$ cat config.mk
export PLATFORM = sky130hd
export DESIGN_NAME = uart_rx_fifo
export DESIGN_NICKNAME = d
export VERILOG_FILES = /design/src/rtl/uart_rx_fifo.sv
export SDC_FILE = /design/constraint.sdc
export NUM_CORES = 1
export LEC_CHECK = 0
export ABC_AREA = 1
export CAP_MARGIN = 10
export CORE_ASPECT_RATIO = 1.5
export CORE_MARGIN = 2
export CORE_UTILIZATION = 55
export CTS_CLUSTER_SIZE = 25
export DETAILED_ROUTE_END_ITERATION = 7
export GPL_TIMING_DRIVEN = 0
export PLACE_DENSITY = 0.73
export SYNTH_ARGS = -nofsm -noshare
export SYNTH_HDL_FRONTEND = slang
export SYNTH_SLANG_ARGS = --single-unit
$ cat constraint.sdc
create_clock -name clk -period 5 [get_ports clk]
set_clock_uncertainty 0.1 [all_clocks]
set_input_delay 1 -clock clk [delete_from_list [all_inputs] [get_ports clk]]
set_output_delay 1 -clock clk [all_outputs]
set_load 0.01 [all_outputs]
$ cat src/rtl/uart_rx_fifo.sv
// 8N1 serial receiver with a byte FIFO behind three picorv32 native-bus registers.
// Data register pops the head byte; status reports FIFO state and sticky flags; divisor sets baud.
module uart_rx_fifo #(
  parameter int unsigned DEFAULT_DIV = 234,
  parameter int unsigned FIFO_DEPTH  = 16,
  parameter logic [31:0] BASE_ADDR   = 32'h1000_0004
) (
  input  logic        clk,
  input  logic        resetn,
  input  logic        ser_rx,
  input  logic        mem_valid,
  input  logic [31:0] mem_addr,
  input  logic [3:0]  mem_wstrb,
  input  logic [31:0] mem_wdata,
  output logic        mem_ready,
  output logic [31:0] mem_rdata,
  output logic        rx_irq
);

  localparam int unsigned PTR_W = $clog2(FIFO_DEPTH);
  localparam int unsigned CNT_W = PTR_W + 1;

  localparam logic [2:0] S_IDLE  = 3'd0;
  localparam logic [2:0] S_START = 3'd1;
  localparam logic [2:0] S_DATA  = 3'd2;
  localparam logic [2:0] S_STOP  = 3'd3;
  localparam logic [2:0] S_BREAK = 3'd4;

  logic             rx_meta_q, rx_s_q;
  logic [2:0]       state_q, state_d;
  logic [31:0]      cnt_q, cnt_d;
  logic [31:0]      cur_div_q, cur_div_d;
  logic [2:0]       bit_idx_q, bit_idx_d;
  logic [7:0]       shift_q, shift_d;
  logic [PTR_W-1:0] wr_ptr_q, wr_ptr_d, rd_ptr_q, rd_ptr_d;
  logic [CNT_W-1:0] count_q, count_d;
  logic [7:0]       fifo_mem_q [FIFO_DEPTH];
  logic             ovr_q, ovr_d, fe_q, fe_d;
  logic             ready_q, ready_d;
  logic [31:0]      rdata_q, rdata_d;
  logic             pop_pend_q, pop_pend_d;
  logic [31:0]      div_q, div_d;
  logic             irq_q, irq_d;

  logic        push_c, frame_set_c, do_push_c, ovr_set_c, pop_c;
  logic        full_c, empty_c, hit_c, is_wr_c, clr_ovr_c, clr_fe_c;
  logic        sel_data_c, sel_stat_c, sel_div_c;
  logic [31:0] eff_div_c, status_c;

  assign eff_div_c = (div_q < 32'd2) ? 32'd2 : div_q;
  assign full_c    = (count_q == CNT_W'(FIFO_DEPTH));
  assign empty_c   = (count_q == '0);
  assign status_c  = {16'b0, 8'(count_q), 4'b0, fe_q, ovr_q, full_c, !empty_c};

  // Receive FSM: counter counts down to the next sample point; cur_div frozen per frame
  always_comb begin
    state_d     = state_q;
    cnt_d       = cnt_q;
    cur_div_d   = cur_div_q;
    bit_idx_d   = bit_idx_q;
    shift_d     = shift_q;
    push_c      = 1'b0;
    frame_set_c = 1'b0;
    case (state_q)
      S_IDLE: begin
        if (!rx_s_q) begin
          state_d   = S_START;
          cur_div_d = eff_div_c;
          cnt_d     = eff_div_c >> 1;
        end
      end
      S_START: begin
        if (cnt_q == 32'd0) begin
          if (rx_s_q) begin
            state_d = S_IDLE;
          end else begin
            state_d   = S_DATA;
            bit_idx_d = 3'd0;
            cnt_d     = cur_div_q - 32'd1;
          end
        end else begin
          cnt_d = cnt_q - 32'd1;
        end
      end
      S_DATA: begin
        if (cnt_q == 32'd0) begin
          shift_d = {rx_s_q, shift_q[7:1]};
          cnt_d   = cur_div_q - 32'd1;
          if (bit_idx_q == 3'd7) state_d = S_STOP;
          else                   bit_idx_d = bit_idx_q + 3'd1;
        end else begin
          cnt_d = cnt_q - 32'd1;
        end
      end
      S_STOP: begin
        if (cnt_q == 32'd0) begin
          if (rx_s_q) begin
            push_c  = 1'b1;
            state_d = S_IDLE;
          end else begin
            frame_set_c = 1'b1;
            state_d     = S_BREAK;
          end
        end else begin
          cnt_d = cnt_q - 32'd1;
        end
      end
      S_BREAK: begin
        if (rx_s_q) state_d = S_IDLE;
      end
      default: state_d = S_IDLE;
    endcase
  end

  // Bus decode: register address phase, answer one cycle later
  always_comb begin
    sel_data_c = (mem_addr == BASE_ADDR);
    sel_stat_c = (mem_addr == BASE_ADDR + 32'd4);
    sel_div_c  = (mem_addr == BASE_ADDR + 32'd8);
    hit_c      = mem_valid && !ready_q && (sel_data_c || sel_stat_c || sel_div_c);
    is_wr_c    = |mem_wstrb;
    ready_d    = hit_c;
    rdata_d    = 32'd0;
    pop_pend_d = 1'b0;
    div_d      = div_q;
    clr_ovr_c  = 1'b0;
    clr_fe_c   = 1'b0;
    if (hit_c) begin
      if (sel_data_c) begin
        rdata_d    = empty_c ? 32'hFFFF_FFFF : {24'b0, fifo_mem_q[rd_ptr_q]};
        pop_pend_d = !is_wr_c && !empty_c;
      end else if (sel_stat_c) begin
        rdata_d   = status_c;
        clr_ovr_c = mem_wstrb[0] && mem_wdata[2];
        clr_fe_c  = mem_wstrb[0] && mem_wdata[3];
      end else begin
        rdata_d = div_q;
        for (int b = 0; b < 4; b++) begin
          if (mem_wstrb[b]) div_d[8*b +: 8] = mem_wdata[8*b +: 8];
        end
      end
    end
  end

  // FIFO bookkeeping; a pop is only ever pending against a non-empty FIFO
  always_comb begin
    pop_c     = ready_q && pop_pend_q;
    do_push_c = push_c && (!full_c || pop_c);
    ovr_set_c = push_c && full_c && !pop_c;
    wr_ptr_d  = do_push_c ? wr_ptr_q + PTR_W'(1) : wr_ptr_q;
    rd_ptr_d  = pop_c ? rd_ptr_q + PTR_W'(1) : rd_ptr_q;
    count_d   = count_q;
    if (do_push_c && !pop_c)      count_d = count_q + CNT_W'(1);
    else if (!do_push_c && pop_c) count_d = count_q - CNT_W'(1);
    ovr_d = (ovr_q && !clr_ovr_c) || ovr_set_c;
    fe_d  = (fe_q && !clr_fe_c) || frame_set_c;
    irq_d = !empty_c;
  end

  always_ff @(posedge clk or negedge resetn) begin
    if (!resetn) begin
      rx_meta_q  <= 1'b1;
      rx_s_q     <= 1'b1;
      state_q    <= S_IDLE;
      cnt_q      <= 32'd0;
      cur_div_q  <= 32'(DEFAULT_DIV);
      bit_idx_q  <= 3'd0;
      shift_q    <= 8'd0;
      wr_ptr_q   <= '0;
      rd_ptr_q   <= '0;
      count_q    <= '0;
      ovr_q      <= 1'b0;
      fe_q       <= 1'b0;
      ready_q    <= 1'b0;
      rdata_q    <= 32'd0;
      pop_pend_q <= 1'b0;
      div_q      <= 32'(DEFAULT_DIV);
      irq_q      <= 1'b0;
    end else begin
      rx_meta_q  <= ser_rx;
      rx_s_q     <= rx_meta_q;
      state_q    <= state_d;
      cnt_q      <= cnt_d;
      cur_div_q  <= cur_div_d;
      bit_idx_q  <= bit_idx_d;
      shift_q    <= shift_d;
      wr_ptr_q   <= wr_ptr_d;
      rd_ptr_q   <= rd_ptr_d;
      count_q    <= count_d;
      ovr_q      <= ovr_d;
      fe_q       <= fe_d;
      ready_q    <= ready_d;
      rdata_q    <= rdata_d;
      pop_pend_q <= pop_pend_d;
      div_q      <= div_d;
      irq_q      <= irq_d;
    end
  end

  // Storage array carries no reset; validity is tracked by the pointers
  always_ff @(posedge clk) begin
    if (do_push_c) fifo_mem_q[wr_ptr_q] <= shift_q;
  end

  assign mem_ready = ready_q;
  assign mem_rdata = rdata_q;
  assign rx_irq    = irq_q;

endmodule

---- Yosys cells after proc, flatten, opt, wreduce, memory -nomap -nowiden ----
Memory sizes are Yosys's and may differ from the RTL's.
Index checks and enable logic that the tools add are counted.
storage, ports and cells
  register bits after elaboration ......... 162
  bits in writable memories ............... 128
  input bits .............................. 72
  output and inout port bits .............. 34
  logic and storage cells ................. 136
  memories ................................ 1
memory list
  memory      words  width  read ports  clocked after memory_dff  write ports  line  source
  fifo_mem_q  16     8      1           0                         1            37    logic [7:0] fifo_mem_q [FIFO_DEPTH];
operators by class
  $add $sub $neg .......................... 7
  $lt $le $gt $ge ......................... 1
  equal/unequal tests ..................... 19
  multiplexer cells ....................... 43
  bitwise gates (word level) .............. 3
  reductions and logical operators ........ 42
operators by type and width
  cell                                                                           number
  32-bit 2-to-1 mux                                                              10
  32-bit one-hot mux with 4 select lines                                         1
  32-bit by 29-bit == test with 1-bit output, second input constant              3
  32-bit by 1-bit subtractor with 32-bit output, second input constant           2
  3-bit 2-to-1 mux                                                               11
  32-bit zero test                                                               1
  32-bit by 2-bit less-than comparator with 1-bit output, second input constant  1
  4-bit AND reduction                                                            5
  2-bit inequality test, second input constant                                   9
  1-bit 2-to-1 mux                                                               16
  3-bit one-hot mux with 5 select lines                                          1
  1-bit logical AND                                                              13
  5-bit 2-to-1 mux                                                               2
  4-bit by 1-bit adder with 4-bit output, second input constant                  2
  1-bit zero test                                                                8
  3-bit by 2-bit == test with 1-bit output, second input constant                2
  3-bit == test, second input constant                                           2
  3-bit one-hot mux with 2 select lines                                          1
  6-bit AND reduction                                                            1
  5-bit by 1-bit adder with 5-bit output, second input constant                  1
  5-bit == test, second input constant                                           1
  5-bit zero test                                                                1
  1-bit logical OR                                                               5
  5-bit AND reduction                                                            1
  other kinds (11)                                                               15

---- Longest topological paths before layout ----
  depth in word-level cells ............... 8
  mapped depth ............................ 18
  gate-level depth less buffers ........... 18

---- Worst setup path after synthesis ----
OpenSTA, ideal clock, no wires.
  path kind ............................... reg2reg
  start ................................... reg cnt_q[0]
  end ..................................... reg count_q[4]
  arrival ................................. 2,881 ps
  required time ........................... 4,775 ps
  slack ................................... 1,894 ps
  cell stages (with the launch flop) ...... 19
  cells stage by stage .................... dfrtp_1 > inv_1 > ha_1 > nand2_2 > nor2_8 > nand2_2 > nor3_4 > nand3_2 > nor2_4 > ha_1 > inv_1 > ha_1 > nand2_1 > nor2_1 > a211oi_1 > nand2_1 > nand2_1 > nor2_1 > xor2_1
between the ends
  word-level cells in the longest chain between the ends .. 7
  elaborated cells between the ends (all ways) .. 9
RTL lines
  element                       line  source
  start: declaration            31    logic [31:0] cnt_q, cnt_d;
  start signal: assignment      183   cnt_q <= cnt_d;
  32-bit zero test (*)          96    if (cnt_q == 32'd0) begin
  1-bit 2-to-1 mux (*)          96
  1-bit 2-to-1 mux (*)          64    case (state_q)
  1-bit logical AND (*)         148   do_push_c = push_c && (!full_c || pop_c);
  named net do_push_c           45    logic push_c, frame_set_c, do_push_c, ovr_set_c, pop_c;
  1-bit zero test               154   else if (!do_push_c && pop_c) count_d = count_q - CNT_W'(1);
  1-bit logical AND             154
  2-bit nonzero test (no line)  n/a
  end signal: assignment        189   count_q <= count_d;
  end: declaration              36    logic [CNT_W-1:0] count_q, count_d;
Mark *: on every way through the listed nets, which the timed path passes. The rest lies on a longest branch.
A chain may end at the register's enable or synchronous reset.

---- Worst setup path in the final report ----
Same ends and word-level chain as after synthesis.

==> run metrics <==
status complete, no violations; Root Buffer clkbuf_16; global-route usage over all layers 0.334; synth top area cells edfxtp_1, dfrtp_1, nand2_1, nor2_1, o21ai_0; WP buf/inv 2; DPL Wire Length 35.5 mm; nets@finish 2043; starting density of the core 0.559; final setup violation count 0; switching share of power 0.350; Peak Freq roughly 260 MHz; hold_buf cts 0; CTS H-tree lvls 1; Die W about 140 um; CTS tree yes; Worst Path Max Fanout 9; register area share after synthesis 0.533; area delta synth->final 16.3%; Clk network pwr share 0.317; RSZ-0062 raised after global routing no; min-delay worst type flip-flop to flip-flop; Synth area leader edfxtp_1; combinational share of power 0.271; Pleak 7.56 nW; DR vias/cell 5.61; Hold Violations, Final 0; row count 73; DRT met1 WL approximately 16 mm; number of global-route vias before repair around 13000; core area 26600 um^2; register share of total power 0.412; Crit Path Class flip-flop to flip-flop; via count ~13000; initial antenna violation count 0; Post-Syn Area 14800 um^2; placed instance area 16400 um^2; Post-Syn Area per Cell 8.16 um^2; Distinct cells, synth 41; post-route cell area 17300 um^2; Tot Pwr between 6 and 7 mW; 1st-iter DRT viols 871; DR top layer met4; diode count 0; TritonRoute pass-1 iters 5; max cap viols 0; #FFs+latches synth 290; CTS Sinks 290; largest net degree at the start of global routing 92; latest clock arrival within the worst-skew pair between 0.5 and 0.6 ns; EDFF count, synth 128; Setup crit end kind flip-flop; CP peak stage delay 0.50 ns; wire length on met2 24.3 mm; final max-slew violation count 0; gr ovfl total 0; Resized cells post-CTS 0; Num CTS Buffers 28; Yosys warning count 0; die height 205 um; Clock Pin Slew Worst Setup and Hold Paths 0.07 ns; crit start category flip-flop; Boundary Pins about 110; CP max-delay cell nor3_4; Inst Count DP 2263; sw power 2.33 mW; Tcrit/Tclk final 0.774; fillers 2334; Worst Path Arrival 4.21 ns; port buffer count 105; CTS max path bufs 3; top cells by count, synth nand2_1, nor2_1, o21ai_0, dfrtp_1, inv_1; Die ar. 28400 um^2; cell-internal power 4.32 mW; post-synth top area share 0.259; DRC 0; Pwr Density between 300 and 400 nW/um^2; ys async rst share 0.559; VDD IR max 0.000364 V; WL per Instance a little over 20 um; worst-margin pin slew 0.947 ns; Slew HR 0.366; metal3 WL ~2.2 mm; global-route wire length before repair a little over 70 mm; count leader, synth nand2_1; routability cong. 0.972; Worst EP required about 5.3 ns; Synth Flop Type dfrtp_1; minimum clock period after layout 3.87 ns; Post-Syn Nets 1907; worst path cell trace inv_1 -> ha_1 -> nand2_2 -> nor2_8 -> nand2_2 -> nor3_4 -> nand3_2 -> nor2_4 -> ha_1 -> inv_1 -> ha_1 -> nand2_1 -> nor2_1 -> a211oi_1 -> nand2_1 -> nand2_1 -> nor2_1 -> xor2_1; Sequential cell area 7910 um^2; footprint of the multi-input gates 6100 um^2; Syn Inst Count between 1500 and 2000; postcts setup bufs 0; Final Instance Count excl. Fillers 2315; DRT antenna net count 0; WL final 46.9 mm; CP top delay family simple AND/OR/NAND/NOR gates; share of cells above drive strength 1 0.0576
==> registers in the layout, summed over array words and instances, names as in the netlist, 3 cells and up <==
register / count
fifo_mem_q: 128
cur_div_q: 32
count_q: 5
state_q: 3
bit_idx_q: 3
mem_rdata: 32
shift_q: 8
rd_ptr_q: 4
div_q: 32
cnt_q: 32
wr_ptr_q: 4
==> cell usage in the layout (no fill, tap or decap), types with 4 or more instances in the layout <==
cell type and count:
nand2_2 10, buf_2 19, xor2_1 30, o21ai_0 164, inv_2 4, clkinv_4 5, a21oi_1 50, clkbuf_1 45
inv_1 148, clkinv_2 4, dfrtp_1 150, ha_1 14, o211ai_1 26, edfxtp_1 128, clkbuf_16 29, o21bai_1 9
o21ai_1 10, nand4_1 22, dfstp_2 12, clkdlybuf4s50_1 104, nor2_2 9, nand3_1 107, nor2_1 404, o32ai_1 7
xnor2_1 11, nand2_1 412
==> final timing paths <==
kind	slack (ns)	to	depth (start not counted)	start
max in group asynchronous	3.56	div_q[3]	2	resetn
hold / removal	0.26	rx_s_q	0	rx_meta_q
min in group asynchronous	0.34	cur_div_q[19]	1	resetn
setup / recovery	1.13	count_q[4]	18	cnt_q[0]
hold reg to reg	0.26	rx_s_q	0	rx_meta_q
setup reg to reg	1.13	count_q[4]	18	cnt_q[0]
==> area by class of cell <==
class / count / area share
sequential: 290 / 0.458
multi-input combinational: 1314 / 0.353
timing repair buffer: 106 / 0.0628
clock buffer: 36 / 0.0447
inverter: 153 / 0.0333
tap: 337 / 0.0244
buffer: 63 / 0.0153
clock inverter: 16 / 0.00804
==> worst register-to-register path, stage by stage, from the launching register on <==
cell and delay (ns):
dfrtp_1 0.39, inv_1 0.10, ha_1 0.25, nand2_2 0.17, nor2_8 0.21, nand2_2 0.14, nor3_4 0.50, nand3_2 0.16
nor2_4 0.30, ha_1 0.30, inv_1 0.13, ha_1 0.33, nand2_1 0.08, nor2_1 0.04, a211oi_1 0.25, nand2_1 0.08
nand2_1 0.06, nor2_1 0.04, xor2_1 0.13
==> power groups by stage <==
stage / Combinational (mW) / Clock, mW / Sequential (mW)
detailed placement: 1.76 / 0 / 2.78
global route: 2.01 / 2.22 / 2.76
floorplan: 1.24 / 0 / 2.74
CTS: 1.78 / 2.13 / 2.74
global placement: 1.74 / 0 / 2.78
finish: 1.80 / 2.11 / 2.74
==> metal layers <==
metal | vias to the layer above | GRT usage
met3 | 169 | 0.0337
li1 | 6220 | -
met5 | - | 0
met4 | 0 | 0.262
met1 | 6125 | 0.351
met2 | 477 | 0.611
==> cell families (layout without fill, tap and decap cells) <==
| family | count (synthesis) | after routing | share of synthesized area |
|---|---|---|---|
| adder cells (fa/ha/maj) | 15 | 15 | 0.0131 |
| AND/OR/NAND/NOR | 982 | 982 | 0.270 |
| AO/OA/AOI/OAI | 273 | 273 | 0.101 |
| multiplexers | 3 | 3 | 0.00227 |
| XOR/XNOR | 41 | 41 | 0.0242 |
| flip-flops | 290 | 290 | 0.533 |
| buffers and inverters | 216 | 374 | 0.0565 |
==> stage by stage <==
step | setup slack, ns | util | hold slack [ns] | setup TNS, ns
final | 1.13 | 0.650 | 0.264 | 0
after global routing | 0.868 | 0.650 | 0.264 | 0
after CTS | 1.16 | 0.650 | 0.264 | 0
after detailed placement | 1.17 | 0.615 | 0.249 | 0
after global placement | -4.09 | 0.614 | 0.246 | -633.92
after floorplan | 1.89 | - | 0.245 | 0
(Power assumes the default switching activity.)
